File: src/rtl/uesprit_doa_cordic.sv
// U-ESPRIT DoA back end: picks the eigenvector of the dominant eigenvalue and
// resolves its phase atan2(y,x) with a one-rotation-per-clock vectoring CORDIC.
// Also reports eigenvalue spread as confidence and counts inputs lost while busy.
//
// state | meaning
// ------+-------------------------------------------------------------
// IDLE  | waiting for din_valid, capture allowed
// ITER  | one CORDIC micro-rotation per clock, din_valid is dropped
// DONE  | results presented with dout_valid, capture allowed
module uesprit_doa_cordic #(
  parameter int DIN_WIDTH  = 16,
  parameter int DIN_POINT  = 13,
  parameter int DOUT_WIDTH = 16,
  parameter int DOUT_POINT = 13,
  parameter int ITERS      = 14,
  parameter int DROP_WIDTH = 16
) (
  input  logic                  clk,
  input  logic                  rst_n,
  input  logic [DIN_WIDTH-1:0]  lamb1,
  input  logic [DIN_WIDTH-1:0]  lamb2,
  input  logic [DIN_WIDTH-1:0]  eigen1_y,
  input  logic [DIN_WIDTH-1:0]  eigen2_y,
  input  logic [DIN_WIDTH-1:0]  eigen_x,
  input  logic                  din_valid,
  output logic                  busy,
  output logic [DOUT_WIDTH-1:0] angle,
  output logic [DIN_WIDTH-1:0]  confidence,
  output logic                  eig_sel,
  output logic                  degenerate,
  output logic                  dout_valid,
  output logic [DROP_WIDTH-1:0] drop_count
);

  // Fractional guard bits below the input LSB so shift truncation stays well
  // under one angle LSB even for the smallest vectors we promise accuracy on.
  localparam int GUARD_RAW = DOUT_POINT - DIN_POINT + 6;
  localparam int GUARD     = (GUARD_RAW < 0) ? 0 : GUARD_RAW;
  // Two integer headroom bits: negating the most negative input and CORDIC gain.
  localparam int XW        = DIN_WIDTH + 2 + GUARD;
  localparam int ZW        = DOUT_WIDTH + 1;
  localparam int CW        = (ITERS > 1) ? $clog2(ITERS) : 1;

  // atan(2^-i) in Q30; beyond i=9 atan(2^-i) rounds to exactly 2^(30-i).
  function automatic logic [63:0] atan_q30(input int i);
    case (i)
      0:       return 64'd843314857;
      1:       return 64'd497837830;
      2:       return 64'd263043837;
      3:       return 64'd133525159;
      4:       return 64'd67021687;
      5:       return 64'd33543515;
      6:       return 64'd16775851;
      7:       return 64'd8388438;
      8:       return 64'd4194283;
      9:       return 64'd2097149;
      default: return (i < 31) ? (64'd1 << (30 - i)) : 64'd0;
    endcase
  endfunction

  // Round a Q30 angle to the output scale.
  function automatic logic signed [ZW-1:0] to_angle(input logic [63:0] q30);
    logic [63:0] r;
    r = (q30 + (64'd1 << (29 - DOUT_POINT))) >> (30 - DOUT_POINT);
    return $signed(r[ZW-1:0]);
  endfunction

  localparam logic signed [ZW-1:0] PI_Q  = to_angle(64'd3373259426);
  localparam logic signed [ZW-1:0] NPI_Q = -PI_Q;

  typedef enum logic [1:0] {ST_IDLE, ST_ITER, ST_DONE} state_t;

  state_t                state;
  logic [CW-1:0]         iter_cnt;
  logic signed [XW-1:0]  x_r, y_r;
  logic signed [ZW-1:0]  z_r;
  logic                  sel_r, deg_r;
  logic [DIN_WIDTH-1:0]  conf_r;

  logic signed [ZW-1:0]  atan_rom [ITERS];

  for (genvar g = 0; g < ITERS; g++) begin : g_atan
    assign atan_rom[g] = to_angle(atan_q30(g));
  end

  logic                     sel_in, deg_in;
  logic [DIN_WIDTH-1:0]     ysel;
  logic signed [DIN_WIDTH:0] diff;
  logic [DIN_WIDTH-1:0]     conf_in;
  logic signed [XW-1:0]     x_ext, y_ext, x_cap, y_cap;
  logic signed [ZW-1:0]     z_cap;
  logic signed [XW-1:0]     xs, ys, x_nx, y_nx;
  logic signed [ZW-1:0]     z_nx;
  logic [DOUT_WIDTH-1:0]    angle_nx;

  // Capture path: eigenvector selection, confidence and quadrant pre-rotation.
  always_comb begin
    sel_in  = $signed(lamb2) > $signed(lamb1);
    ysel    = sel_in ? eigen2_y : eigen1_y;
    diff    = sel_in ? ($signed({lamb2[DIN_WIDTH-1], lamb2}) - $signed({lamb1[DIN_WIDTH-1], lamb1}))
                     : ($signed({lamb1[DIN_WIDTH-1], lamb1}) - $signed({lamb2[DIN_WIDTH-1], lamb2}));
    conf_in = (diff[DIN_WIDTH] | diff[DIN_WIDTH-1]) ? {1'b0, {(DIN_WIDTH-1){1'b1}}}
                                                    : diff[DIN_WIDTH-1:0];
    x_ext   = XW'($signed(eigen_x)) <<< GUARD;
    y_ext   = XW'($signed(ysel)) <<< GUARD;
    deg_in  = (eigen_x == '0) && (ysel == '0);
    if (x_ext[XW-1]) begin
      x_cap = -x_ext;
      y_cap = -y_ext;
      z_cap = y_ext[XW-1] ? NPI_Q : PI_Q;
    end else begin
      x_cap = x_ext;
      y_cap = y_ext;
      z_cap = '0;
    end
  end

  // One vectoring micro-rotation plus saturation of the accumulated angle.
  always_comb begin
    xs = x_r >>> iter_cnt;
    ys = y_r >>> iter_cnt;
    if (!y_r[XW-1]) begin
      x_nx = x_r + ys;
      y_nx = y_r - xs;
      z_nx = z_r + atan_rom[iter_cnt];
    end else begin
      x_nx = x_r - ys;
      y_nx = y_r + xs;
      z_nx = z_r - atan_rom[iter_cnt];
    end
    if (z_nx > PI_Q)       angle_nx = DOUT_WIDTH'(PI_Q);
    else if (z_nx < NPI_Q) angle_nx = DOUT_WIDTH'(NPI_Q);
    else                   angle_nx = DOUT_WIDTH'(z_nx);
  end

  // Sequencer, datapath registers and registered outputs.
  always_ff @(posedge clk or negedge rst_n) begin
    if (!rst_n) begin
      state      <= ST_IDLE;
      iter_cnt   <= '0;
      x_r        <= '0;
      y_r        <= '0;
      z_r        <= '0;
      sel_r      <= 1'b0;
      deg_r      <= 1'b0;
      conf_r     <= '0;
      busy       <= 1'b0;
      angle      <= '0;
      confidence <= '0;
      eig_sel    <= 1'b0;
      degenerate <= 1'b0;
      dout_valid <= 1'b0;
      drop_count <= '0;
    end else begin
      dout_valid <= 1'b0;
      if (state == ST_ITER) begin
        if (din_valid && (drop_count != '1)) drop_count <= drop_count + 1'b1;
        x_r      <= x_nx;
        y_r      <= y_nx;
        z_r      <= z_nx;
        iter_cnt <= iter_cnt + 1'b1;
        if (iter_cnt == CW'(ITERS - 1)) begin
          state      <= ST_DONE;
          busy       <= 1'b0;
          dout_valid <= 1'b1;
          angle      <= deg_r ? '0 : angle_nx;
          confidence <= conf_r;
          eig_sel    <= sel_r;
          degenerate <= deg_r;
        end
      end else if (din_valid) begin
        state    <= ST_ITER;
        busy     <= 1'b1;
        iter_cnt <= '0;
        x_r      <= x_cap;
        y_r      <= y_cap;
        z_r      <= z_cap;
        sel_r    <= sel_in;
        deg_r    <= deg_in;
        conf_r   <= conf_in;
      end else begin
        state <= ST_IDLE;
      end
    end
  end

endmodule
File: config.mk
export PLATFORM = sky130hd
export DESIGN_NAME = uesprit_doa_cordic
export DESIGN_NICKNAME = d
export VERILOG_FILES = /design/src/rtl/uesprit_doa_cordic.sv
export SDC_FILE = /design/constraint.sdc
export NUM_CORES = 1
export LEC_CHECK = 0
export BUFFER_PORTS_ARGS = -buffer_cell sky130_fd_sc_hd__buf_2
export CORE_MARGIN = 1.5
export CORE_UTILIZATION = 50
export DETAILED_ROUTE_END_ITERATION = 12
export GPL_TIMING_DRIVEN = 0
export HOLD_SLACK_MARGIN = 0.06
export PLACE_DENSITY_LB_ADDON = 0.15
export SYNTH_ARGS = -nofsm -noshare
export SYNTH_HDL_FRONTEND = slang
export SYNTH_SLANG_ARGS = --single-unit
File: constraint.sdc
create_clock -name clk -period 6.2 [get_ports clk]
set_input_delay 0.62 -clock clk [delete_from_list [all_inputs] [get_ports clk]]
set_output_delay 0.62 -clock clk [all_outputs]
set_load 0.02 [all_outputs]
==> metrics.txt, run 1 <==
vias in the first global route=13.9k; Die Y=between 150 and 200 um; most used cell, CP=a21o_1; most frequent cell after synthesis=nand2_1; clock-pin transition on the worst setup and hold timing paths=about 0.060 ns; DR DRC count=0; NumNets Final=around 2.1k; largest net degree at the start of global routing=85; crit-path max cell delay=0.57 ns; Vias=14.6k; Hold Fails Final Rpt=0; TritonCTS Buffers=17; #FFs+latches synth=approximately 140; sequential fraction of the synthesis area=a little under a quarter; Tot GR Track Use=32.8%; CTS Sinks=about 140; CP Max Fanout=10; DPL Wire Length=a little under 40,000 um; die area=31,300 um2; Yosys top cell area share=roughly a quarter; core box area=29,700 um2; post-synth top area cell=dfrtp_1; max-slew violations=0; Setup violations, final=0; synth cell count leaders=nand2_1, o21ai_0, dfrtp_1, a21oi_1, nor2_1; Clk Latency, worst-skew pair=roughly 0.47 ns; Crit. End Element=flop; die width=177 um; Initial DRC Count=around 1.3k; Port Buf Inserts=~130; post-detailed-route wirelength per cell=21.6 um; P&R area growth vs syn=13.2%; I/O pins=about 140; Slew @ Worst Pin=~1.2 ns; Design Area, Final=around 17,000 um2; fmax=167 MHz; gp weighted congestion=0.998; Placed Area=roughly 16,000 um2; Synth area leaders=dfrtp_1, ha_1, mux4_2; WP data required=about 6.5 ns; Yosys warnings=0; routed vias/inst=6.20; crit path cell chain=buf_6 -> buf_12 -> clkbuf_4 -> mux4_2 -> mux2_2 -> mux2i_2 -> and4b_2 -> and4_1 -> and3_1 -> nor2_1 -> xnor2_1 -> ha_1 -> a21o_1 -> a21o_1 -> a21o_1 -> a311o_1 -> a2111o_1 -> o311a_1 -> nand3_1 -> nand2_1 -> xnor2_1 -> o21ai_1; H-tree levels=4; Async S/R FF share, synth=100%; Crit Path Class=flop to flop; initial core utilization=approximately half; Final ANT Viol Nets=0; syn_nets=1,985; Tmin final=6.00 ns; Post-synth EDFFs=0; total grt overflow=0; worst rel slew slack=about 21%; Worst Skew=0.0153 ns; crit share post-route=between 90% and 100%; Post-Syn Instances=1,790; initial antenna violation count=0; outcome=finished, final reports clean; Tightest Hold Check Type=primary input to asynchronous set/reset pin; Cell variety after synth=86; Main synth FF type=dfrtp_1; Critical-path top delay cell=mux4_2; first-pass GRT wire length=roughly 80,000 um; layout cells sized above 1=between 10% and 20%; crit path DAT=around 6.3 ns; # rows=between 60 and 70; antenna diode count=0; DRT Wirelength=50,800 um; clk buf depth=2; TritonRoute pass-1 iters=8; crit start category=flop; MaxCap Viol Count=0; Synth Cell Area=roughly 15,000 um2; TritonCTS clock tree=done; mean cell area of the mapped netlist=8.44 um2; root buf cell=clkbuf_16
==> metal layers <==
layer	track usage, %	wire length, um
met1	45.3	22300
met2	51.0	22800
met5	0	0
met4	12.9	1660
met3	5.86	4020
==> state kept, by name (all words and copies together) (netlist names), 2 cells and up <==
name,cells
angle,16
conf_r,16
confidence,16
drop_count,16
iter_cnt,4
state,2
x_r,24
y_r,24
z_r,17
==> logic make-up after synthesis <==
family                   count (synthesis)  share of synthesized area (%)
AND/OR/NAND/NOR                        554                           17.8
multiplexers                           133                           13.8
AO/OA/AOI/OAI                          499                           20.7
adder cells (fa/ha/maj)                114                           9.66
buffers and inverters                  191                           5.49
flip-flops                             141                           23.4
XOR/XNOR                               158                           9.16
==> path summary, 6_finish.rpt <==
path | startpoint | end | slack [ns] | cells after the start
setup / recovery | iter_cnt[0]$_DFFE_PN0P_ | y_r[23]$_DFFE_PN0P_ | 0.20 | 22
hold / removal | rst_n | angle[1]$_DFFE_PN0P_ | 0.14 | 1
setup reg to reg | iter_cnt[0]$_DFFE_PN0P_ | y_r[23]$_DFFE_PN0P_ | 0.20 | 22
hold reg to reg | conf_r[8]$_DFFE_PN0P_ | confidence[8]$_DFFE_PN0P_ | 0.47 | 2
max in group asynchronous | rst_n | y_r[9]$_DFFE_PN0P_ | 5.21 | 2
min in group clk | conf_r[8]$_DFFE_PN0P_ | confidence[8]$_DFFE_PN0P_ | 0.47 | 2
==> cells in the final DEF (no fill, tap or decap), types with 34 or more instances in the layout <==
cell type	synthesis	routed
a21o_1	34	34
mux4_2	41	41
ha_1	107	107
nor2_1	133	131
o21ai_0	146	141
buf_2	17	146
mux2i_1	52	49
a21oi_1	138	138
xor2_1	75	75
nand2_1	197	197
xnor2_1	83	81
clkbuf_1	60	49
dfrtp_1	141	140
inv_1	85	84
==> what timing repair did <==
item | CTS | global route
resized for setup | 23 | 42
endpoints found under the setup margin | 25 | 20
buffers inserted | 1 | 7
cloned | 0 | 0
hold endpoints to repair | 0 | 0
hold buffers | 0 | 0
pin swaps | 1 | 2
==> stage by stage <==
step	std cells	util (%)	hold slack, ns	TNS, ns	worst slack [ns]
6_report	2353	57.6	0.139	0	0.204
5_1_grt	2353	57.6	0.183	-0.0135	-0.0135
4_1_cts	2346	57.0	0.172	0	0.0522
3_5_place_dp	2314	54.8	0.459	-20.40	-1.41
3_3_place_gp	2313	54.7	0.452	-20.25	-1.37
2_1_floorplan	1790	-	0.324	0	0.482
==> critical path, delay by kind of cell, from the launching register on <==
| family | cells | cell delay (ns) |
|---|---|---|
| AO/OA/AOI/OAI | 7 | 1.55 |
| buffers and inverters | 3 | 0.62 |
| flip-flops | 1 | 0.44 |
| multiplexers | 3 | 1.23 |
| XOR/XNOR | 2 | 0.46 |
| adder cells (fa/ha/maj) | 1 | 0.36 |
| AND/OR/NAND/NOR | 6 | 1.17 |
==> layout make-up <==
class	count	area (um2)
sequential	141	3530
clock inverter	14	153
fill	2815	12600
tap	390	488
multi-input combinational	1458	10800
clock buffer	18	439
timing repair buffer	142	772
buffer	103	559
inverter	87	327
Power of run 1 is left out: the tool's default activity adds up to more than one toggle a clock period on the data nets, which glitch-free logic cannot reach.
==> run 2, diff against run 1 <==
--- a/config.mk
+++ b/config.mk
@@ -7,11 +7,13 @@
 export LEC_CHECK = 0
 export BUFFER_PORTS_ARGS = -buffer_cell sky130_fd_sc_hd__buf_2
 export CORE_MARGIN = 1.5
-export CORE_UTILIZATION = 50
+export CORE_UTILIZATION = 62
 export DETAILED_ROUTE_END_ITERATION = 12
 export GPL_TIMING_DRIVEN = 0
 export HOLD_SLACK_MARGIN = 0.06
 export PLACE_DENSITY_LB_ADDON = 0.15
+export REMOVE_ABC_BUFFERS = 1
+export SKIP_LAST_GASP = 1
 export SYNTH_ARGS = -nofsm -noshare
 export SYNTH_HDL_FRONTEND = slang
 export SYNTH_SLANG_ARGS = --single-unit
==> run 2 against run 1 <==
  * Critical path depth down 3
  * Maximum frequency rose by 2.7%
  * Utilization grew 13 points
  * First-iteration DRC count shrank 11%
  * Largest cell class unchanged
  * Count of clock-buffer cells in the layout is the same
  * Sequential cell count stayed put
  * Register-to-register slack gained 0.16 ns
  * Global-route usage decreased by 3.2 points
==> metrics.txt, run 2 (synthesis results as in run 1) <==
outcome=finished, final reports clean (unchanged); largest registers=x_r: 24 flops, y_r: 24 flops, z_r: 17 flops (unchanged); r2r setup slk=0.36 ns (was 0.20 ns); crit start category=flop (unchanged); fill cell count=1,927 (was 2,815); CP Max Fanout=33 (was 10); NumNets Final=2,050 (was 2,145); crit path cell chain=buf_12 -> mux4_1 -> mux4_2 -> or3_4 -> nor2_1 -> nor2_1 -> xnor2_1 -> ha_1 -> nor2_1 -> a21oi_1 -> nand3_1 -> o21ai_0 -> a221oi_2 -> o311ai_0 -> a21oi_1 -> a21oi_1 -> xor2_1 -> or3_1 -> o21ai_1 (was buf_6 -> buf_12 -> clkbuf_4 -> mux4_2 -> mux2_2 -> mux2i_2 -> and4b_2 -> and4_1 -> and3_1 -> nor2_1 -> xnor2_1 -> ha_1 -> a21o_1 -> a21o_1 -> a21o_1 -> a311o_1 -> a2111o_1 -> o311a_1 -> nand3_1 -> nand2_1 -> xnor2_1 -> o21ai_1); total grt overflow=0 (unchanged); vias in the first global route=12.9k (was 13.9k); crit-path max cell delay=0.71 ns (was 0.57 ns); DRT Wirelength=38,000 um (was 50,800 um); clock-pin transition on the worst setup and hold timing paths=0.07 ns (was 0.06 ns); non-filler cells in the finished layout=2,187 (was 2,353); setup TNS=0 ns (unchanged); max-slew violations=0 (unchanged); Tmin final=5.84 ns (was 6.00 ns); most frequent cells in the layout=nand2_1, o21ai_0, a21oi_1, dfrtp_1, nor2_1 (was nand2_1, buf_2, o21ai_0, dfrtp_1, a21oi_1); initial antenna violation count=0 (unchanged); RR Endpoint=x_r[23]$_DFFE_PN0P_ (was y_r[23]$_DFFE_PN0P_); commonest non-fill, non-tap cell in the layout=nand2_1 (unchanged); Crit Path Class=flop to flop (unchanged); crit path DAT=6.17 ns (was 6.32 ns); clk buf depth=2 (unchanged); Critical-path top delay cell=mux4_1 (was mux4_2); largest net degree at the start of global routing=94 (was 85); crit-path leading delay family=compound AO/OA/AOI/OAI gates (unchanged); Hold Fails Final Rpt=0 (unchanged); Worst R2R Path Depth=19 (was 22); Port Buf Inserts=134 (was 133); die area=25,300 um2 (was 31,300 um2); CP Buf/Inv Count=1 (was 3); CTS Sinks=141 (unchanged); Initial DRC Count=1,182 (was 1,327); Slew @ Worst Pin=1.27 ns (was 1.19 ns); gp weighted congestion=0.896 (was 0.998); initial core utilization=63.8% (was 50.8%); MaxCap Viol Count=0 (unchanged); hold_buf cts=0 (unchanged); Worst Skew=0.0138 ns (was 0.0153 ns); TritonCTS Buffers=17 (unchanged); Vias=13.6k (was 14.6k); WP data required=6.53 ns (was 6.52 ns); first-pass GRT wire length=62,700 um (was 78,600 um); antenna diode count=0 (unchanged); Tightest Hold Check Type=primary input to asynchronous set/reset pin (unchanged); P&R area growth vs syn=10.1% (was 13.2%); Setup violations, final=0 (unchanged); crit path launch=iter_cnt[0]$_DFFE_PN0P_ (unchanged); Placed Cells=2,149 (was 2,314); I/O pins=135 (unchanged); Die Y=159 um (was 177 um); die width=159 um (was 177 um); Clk Latency, worst-skew pair=0.44 ns (was 0.47 ns); layout cells sized above 1=15.5% (was 16.8%); TritonCTS clock tree=done (unchanged); routed vias/inst=6.23 (was 6.20); Tot GR Track Use=29.7% (was 32.8%); H-tree levels=4 (unchanged); Design Area, Final=16,600 um2 (was 17,100 um2); worst r2r src=iter_cnt[0]$_DFFE_PN0P_ (unchanged); core box area=23,700 um2 (was 29,700 um2); # rows=56 (was 63); Final ANT Viol Nets=0 (unchanged); post-detailed-route wirelength per cell=17.4 um (was 21.6 um); DPL Wire Length=27,100 um (was 39,100 um); crit share post-route=94.2% (was 96.7%); DR DRC count=0 (unchanged); Crit. End Element=flop (unchanged); Placed Area=15,900 um2 (was 16,300 um2); fmax=171 MHz (was 167 MHz); TritonRoute pass-1 iters=5 (was 8); root buf cell=clkbuf_16 (unchanged); worst rel slew slack=15.1% (was 20.5%)
==> run 2: worst reg2reg max path, delay by kind of cell (launching register included) <==
kind                       cells  cell delay, ns
AOI/OAI and AO/OA              7            1.78
xor gates and xnor gates       2            0.42
adders and majority gates      1            0.35
buffers and inverters          1            0.28
DFF                            1            0.58
muxes                          2            1.25
and+or+nand+nor                6            1.08
==> run 2: final cells by class <==
type                            instances  area, um2  share of cell area [%]
Multi-Input combinational cell       1458      10800                    65.0
Sequential cell                       141       3540                    21.3
Timing Repair Buffer                  148        935                    5.62
Clock buffer                           18        439                    2.64
Tap cell                              319        399                    2.40
Inverter                               87        330                    1.99
Clock inverter                         14        166                    1.00
Timing Repair inverter                  2       12.5                  0.0752
==> run 2: worst max-delay path by stage <==
| stage | end | slack (ns) | cells past startpoint |
|---|---|---|---|
| after floorplan | angle[10]$_DFFE_PN0P_ | -0.84 | 23 |
| after global placement | angle[10]$_DFFE_PN0P_ | -1.94 | 20 |
| after detailed placement | angle[10]$_DFFE_PN0P_ | -0.54 | 23 |
| after CTS | x_r[23]$_DFFE_PN0P_ | 0.06 | 19 |
| after global routing | x_r[23]$_DFFE_PN0P_ | -0.03 | 19 |
| final | x_r[23]$_DFFE_PN0P_ | 0.36 | 19 |
==> run 2: what timing repair did <==
| item | CTS | global route |
|---|---|---|
| pin swaps | 0 | 2 |
| hold endpoints to repair | 0 | 0 |
| gates cloned | 2 | 0 |
| buffers inserted | 0 | 4 |
| gates resized for setup | 4 | 9 |
| endpoints found under the setup margin | 15 | 24 |
==> run 2: layer usage <==
layer	wire, um	vias to the layer above	part of all wire [%]	global-route usage [%]
li1	-	6606	-	-
met1	17200	6477	45	41.1
met2	17700	487	47	48.6
met3	2410	63	6.3	3.75
met4	656	0	1.7	8.75
met5	0	-	0	0
==> run 2: stage by stage <==
step	util (%)	hold WS, ns	setup WS [ns]
after floorplan	-	0.324	-0.837
after global placement	66.2	0.448	-1.94
final	70.2	0.115	0.359
after global routing	70.2	0.155	-0.0338
after CTS	69.9	0.133	0.0604
after detailed placement	67.2	0.455	-0.536
Power of run 2 is left out for the same reason.
==> run 3, diff against run 2 <==
--- a/config.mk
+++ b/config.mk
@@ -6,8 +6,10 @@
 export NUM_CORES = 1
 export LEC_CHECK = 0
 export BUFFER_PORTS_ARGS = -buffer_cell sky130_fd_sc_hd__buf_2
+export CELL_PAD_IN_SITES_DETAIL_PLACEMENT = 0
+export CELL_PAD_IN_SITES_GLOBAL_PLACEMENT = 2
 export CORE_MARGIN = 1.5
-export CORE_UTILIZATION = 62
+export CORE_UTILIZATION = 38
 export DETAILED_ROUTE_END_ITERATION = 12
 export GPL_TIMING_DRIVEN = 0
 export HOLD_SLACK_MARGIN = 0.06
==> run 3 against run 2 <==
  * Global-route usage shrank 9.3 points
  * Utilization shrank 27 points
  * Cell area grew 1.9%
  * Critical endpoint unchanged
  * Critical path type unchanged
  * Sequential cell count is the same
  * Largest cell class unchanged
  * Maximum frequency grew 2.3%
  * Cell count grew 9.2%
==> metrics.txt, run 3 (synthesis results as in run 1) <==
largest net degree at the start of global routing=90 (was 94); hold_buf cts=0 (unchanged); initial core utilization=38.8% (was 63.8%); Tightest Hold Check Type=primary input to asynchronous set/reset pin (unchanged); crit-path leading delay family=compound AO/OA/AOI/OAI gates (unchanged); DRT Wirelength=41,600 um (was 38,000 um); Final ANT Viol Nets=0 (unchanged); clk buf depth=2 (unchanged); vias in the first global route=12.7k (was 12.9k); clock-pin transition on the worst setup and hold timing paths=0.07 ns (about the same); die width=202 um (was 159 um); GRT met3 Usage=2.95% (was 3.75%); most frequent cells in the layout=nand2_1, o21ai_0, a21oi_1, dfrtp_1 (was nand2_1, o21ai_0, a21oi_1, dfrtp_1, nor2_1); worst r2r src=iter_cnt[0]$_DFFE_PN0P_ (unchanged); crit share post-route=92.1% (was 94.2%); met1 usage=29.9% (was 41.1%); post-detailed-route wirelength per cell=17.4 um (about the same); die area=41,000 um2 (was 25,300 um2); Final Util=43.5% (was 70.2%); commonest non-fill, non-tap cell in the layout=nand2_1 (unchanged); Tot GR Track Use=20.4% (was 29.7%); layout cells sized above 1=15.7% (was 15.5%); Setup WS post-layout=0.489 ns (was 0.359 ns); root buf cell=clkbuf_16 (unchanged); TritonCTS Buffers=17 (unchanged); Crit Path Class=flop to flop (unchanged); Tmin final=5.71 ns (was 5.84 ns); crit path DAT=6.08 ns (was 6.17 ns); NumNets Final=2,053 (was 2,050); outcome=finished, final reports clean (unchanged); Crit. End Element=flop (unchanged); crit path launch=iter_cnt[0]$_DFFE_PN0P_ (unchanged); MaxCap Viol Count=0 (unchanged); worst rel slew slack=10.6% (was 15.1%); P&R area growth vs syn=12.1% (was 10.1%); WP data required=6.56 ns (was 6.53 ns); met2 global-route usage=31.6% (was 48.6%); H-tree levels=4 (unchanged); most used cell, CP=a21oi_1; crit start category=flop (unchanged); routed vias/inst=5.52 (was 6.23); Critical-path top delay cell=mux4_4 (was mux4_1); Clk Latency, worst-skew pair=0.44 ns (about the same); Die Y=202 um (was 159 um); Slew @ Worst Pin=1.34 ns (was 1.27 ns); Design Area, Final=16,900 um2 (was 16,600 um2); Worst Skew=0.0141 ns (was 0.0138 ns); CTS Sinks=141 (unchanged); Hold Fails Final Rpt=0 (unchanged); first-pass GRT wire length=67,900 um (was 62,700 um); Initial DRC Count=658 (was 1,182); most heavily used metal layer in global routing=met2 (unchanged); fmax=175 MHz (was 171 MHz); TritonRoute pass-1 iters=5 (unchanged); gp weighted congestion=0.861 (was 0.896); dpl ws=-0.683 ns (was -0.536 ns); Port Buf Inserts=134 (unchanged); # rows=72 (was 56); antenna diode count=0 (unchanged); crit path cell chain=buf_12 -> mux4_4 -> mux4_2 -> or3_4 -> nor2_1 -> nor2_1 -> xnor2_1 -> ha_1 -> nor2_1 -> a21oi_1 -> nand3_1 -> o21ai_0 -> a221oi_2 -> o311ai_0 -> a21oi_1 -> a21oi_1 -> xor2_1 -> a21oi_1 -> o21ai_1 (was buf_12 -> mux4_1 -> mux4_2 -> or3_4 -> nor2_1 -> nor2_1 -> xnor2_1 -> ha_1 -> nor2_1 -> a21oi_1 -> nand3_1 -> o21ai_0 -> a221oi_2 -> o311ai_0 -> a21oi_1 -> a21oi_1 -> xor2_1 -> or3_1 -> o21ai_1); initial antenna violation count=0 (unchanged); CP Max Fanout=28 (was 33); Vias=13.2k (was 13.6k); TritonCTS clock tree=done (unchanged); core box area=38,900 um2 (was 23,700 um2); Setup violations, final=0 (unchanged); total grt overflow=0 (unchanged); largest registers=x_r: 24 flops, y_r: 24 flops, z_r: 17 flops (unchanged); max-slew violations=0 (unchanged); crit-path max cell delay=0.69 ns (was 0.71 ns); Placed Area=16,200 um2 (was 15,900 um2); DPL Wire Length=31,100 um (was 27,100 um); DR DRC count=0 (unchanged); CP Buf/Inv Count=1 (unchanged); I/O pins=135 (unchanged)
==> run 3: cell count changes in the layout (fill, tap and decap cells not counted), moves of 2 or more <==
cell,previous run,this run
dfrtp_4,3,1
buf_16,3,5
dfrtp_2,2,4
inv_8,6,4
clkinv_4,2,4
buf_4,3,6
==> run 3: worst reg2reg max path, cell delays in order (launching register included) <==
cell,delay [ns]
dfrtp_4,0.61
buf_12,0.26
mux4_4,0.70
mux4_2,0.50
or3_4,0.42
nor2_1,0.25
nor2_1,0.08
xnor2_1,0.13
ha_1,0.35
nor2_1,0.06
a21oi_1,0.16
nand3_1,0.09
o21ai_0,0.42
a221oi_2,0.14
o311ai_0,0.52
a21oi_1,0.17
a21oi_1,0.20
xor2_1,0.30
a21oi_1,0.11
o21ai_1,0.16
==> run 3: routing by layer <==
layer	vias to the layer above	part of all wire (%)
li1	6615	-
met1	6330	51
met2	218	45
met3	25	3.5
met4	0	0.95
met5	-	0
==> run 3: timing repair <==
| action | in CTS | in global routing |
|---|---|---|
| gates cloned | 0 | 1 |
| pin swaps | 0 | 2 |
| buffers inserted | 0 | 7 |
| resized for setup | 6 | 7 |
| setup endpoints to repair | 14 | 22 |
==> run 3: path summary, 6_finish.rpt <==
path	cells past startpoint	slack (ns)	to
setup / recovery	19	0.49	x_r[23]$_DFFE_PN0P_
hold / removal	1	0.11	drop_count[2]$_DFFE_PN0P_
setup reg to reg	19	0.49	x_r[23]$_DFFE_PN0P_
hold reg to reg	2	0.47	confidence[15]$_DFFE_PN0P_
max in group asynchronous	2	5.21	iter_cnt[0]$_DFFE_PN0P_
min in group clk	2	0.47	confidence[15]$_DFFE_PN0P_
==> run 3: area by class of cell <==
class	count	area [um2]
fill	3989	22000
inverter	87	329
clock inverter	13	144
tap	518	648
timing repair buffer	153	1020
sequential	141	3540
clock buffer	19	453
multi-input combinational	1458	10800
==> run 3: stage by stage <==
step	TNS [ns]	hold WS, ns	cells
3_3_place_gp	-70.07	0.453	2338
5_1_grt	-0.00137	0.145	2389
2_1_floorplan	-9.88	0.324	1686
4_1_cts	0	0.129	2381
3_5_place_dp	-6.45	0.451	2349
6_report	0	0.113	2389
Power of run 3 is left out for the same reason.
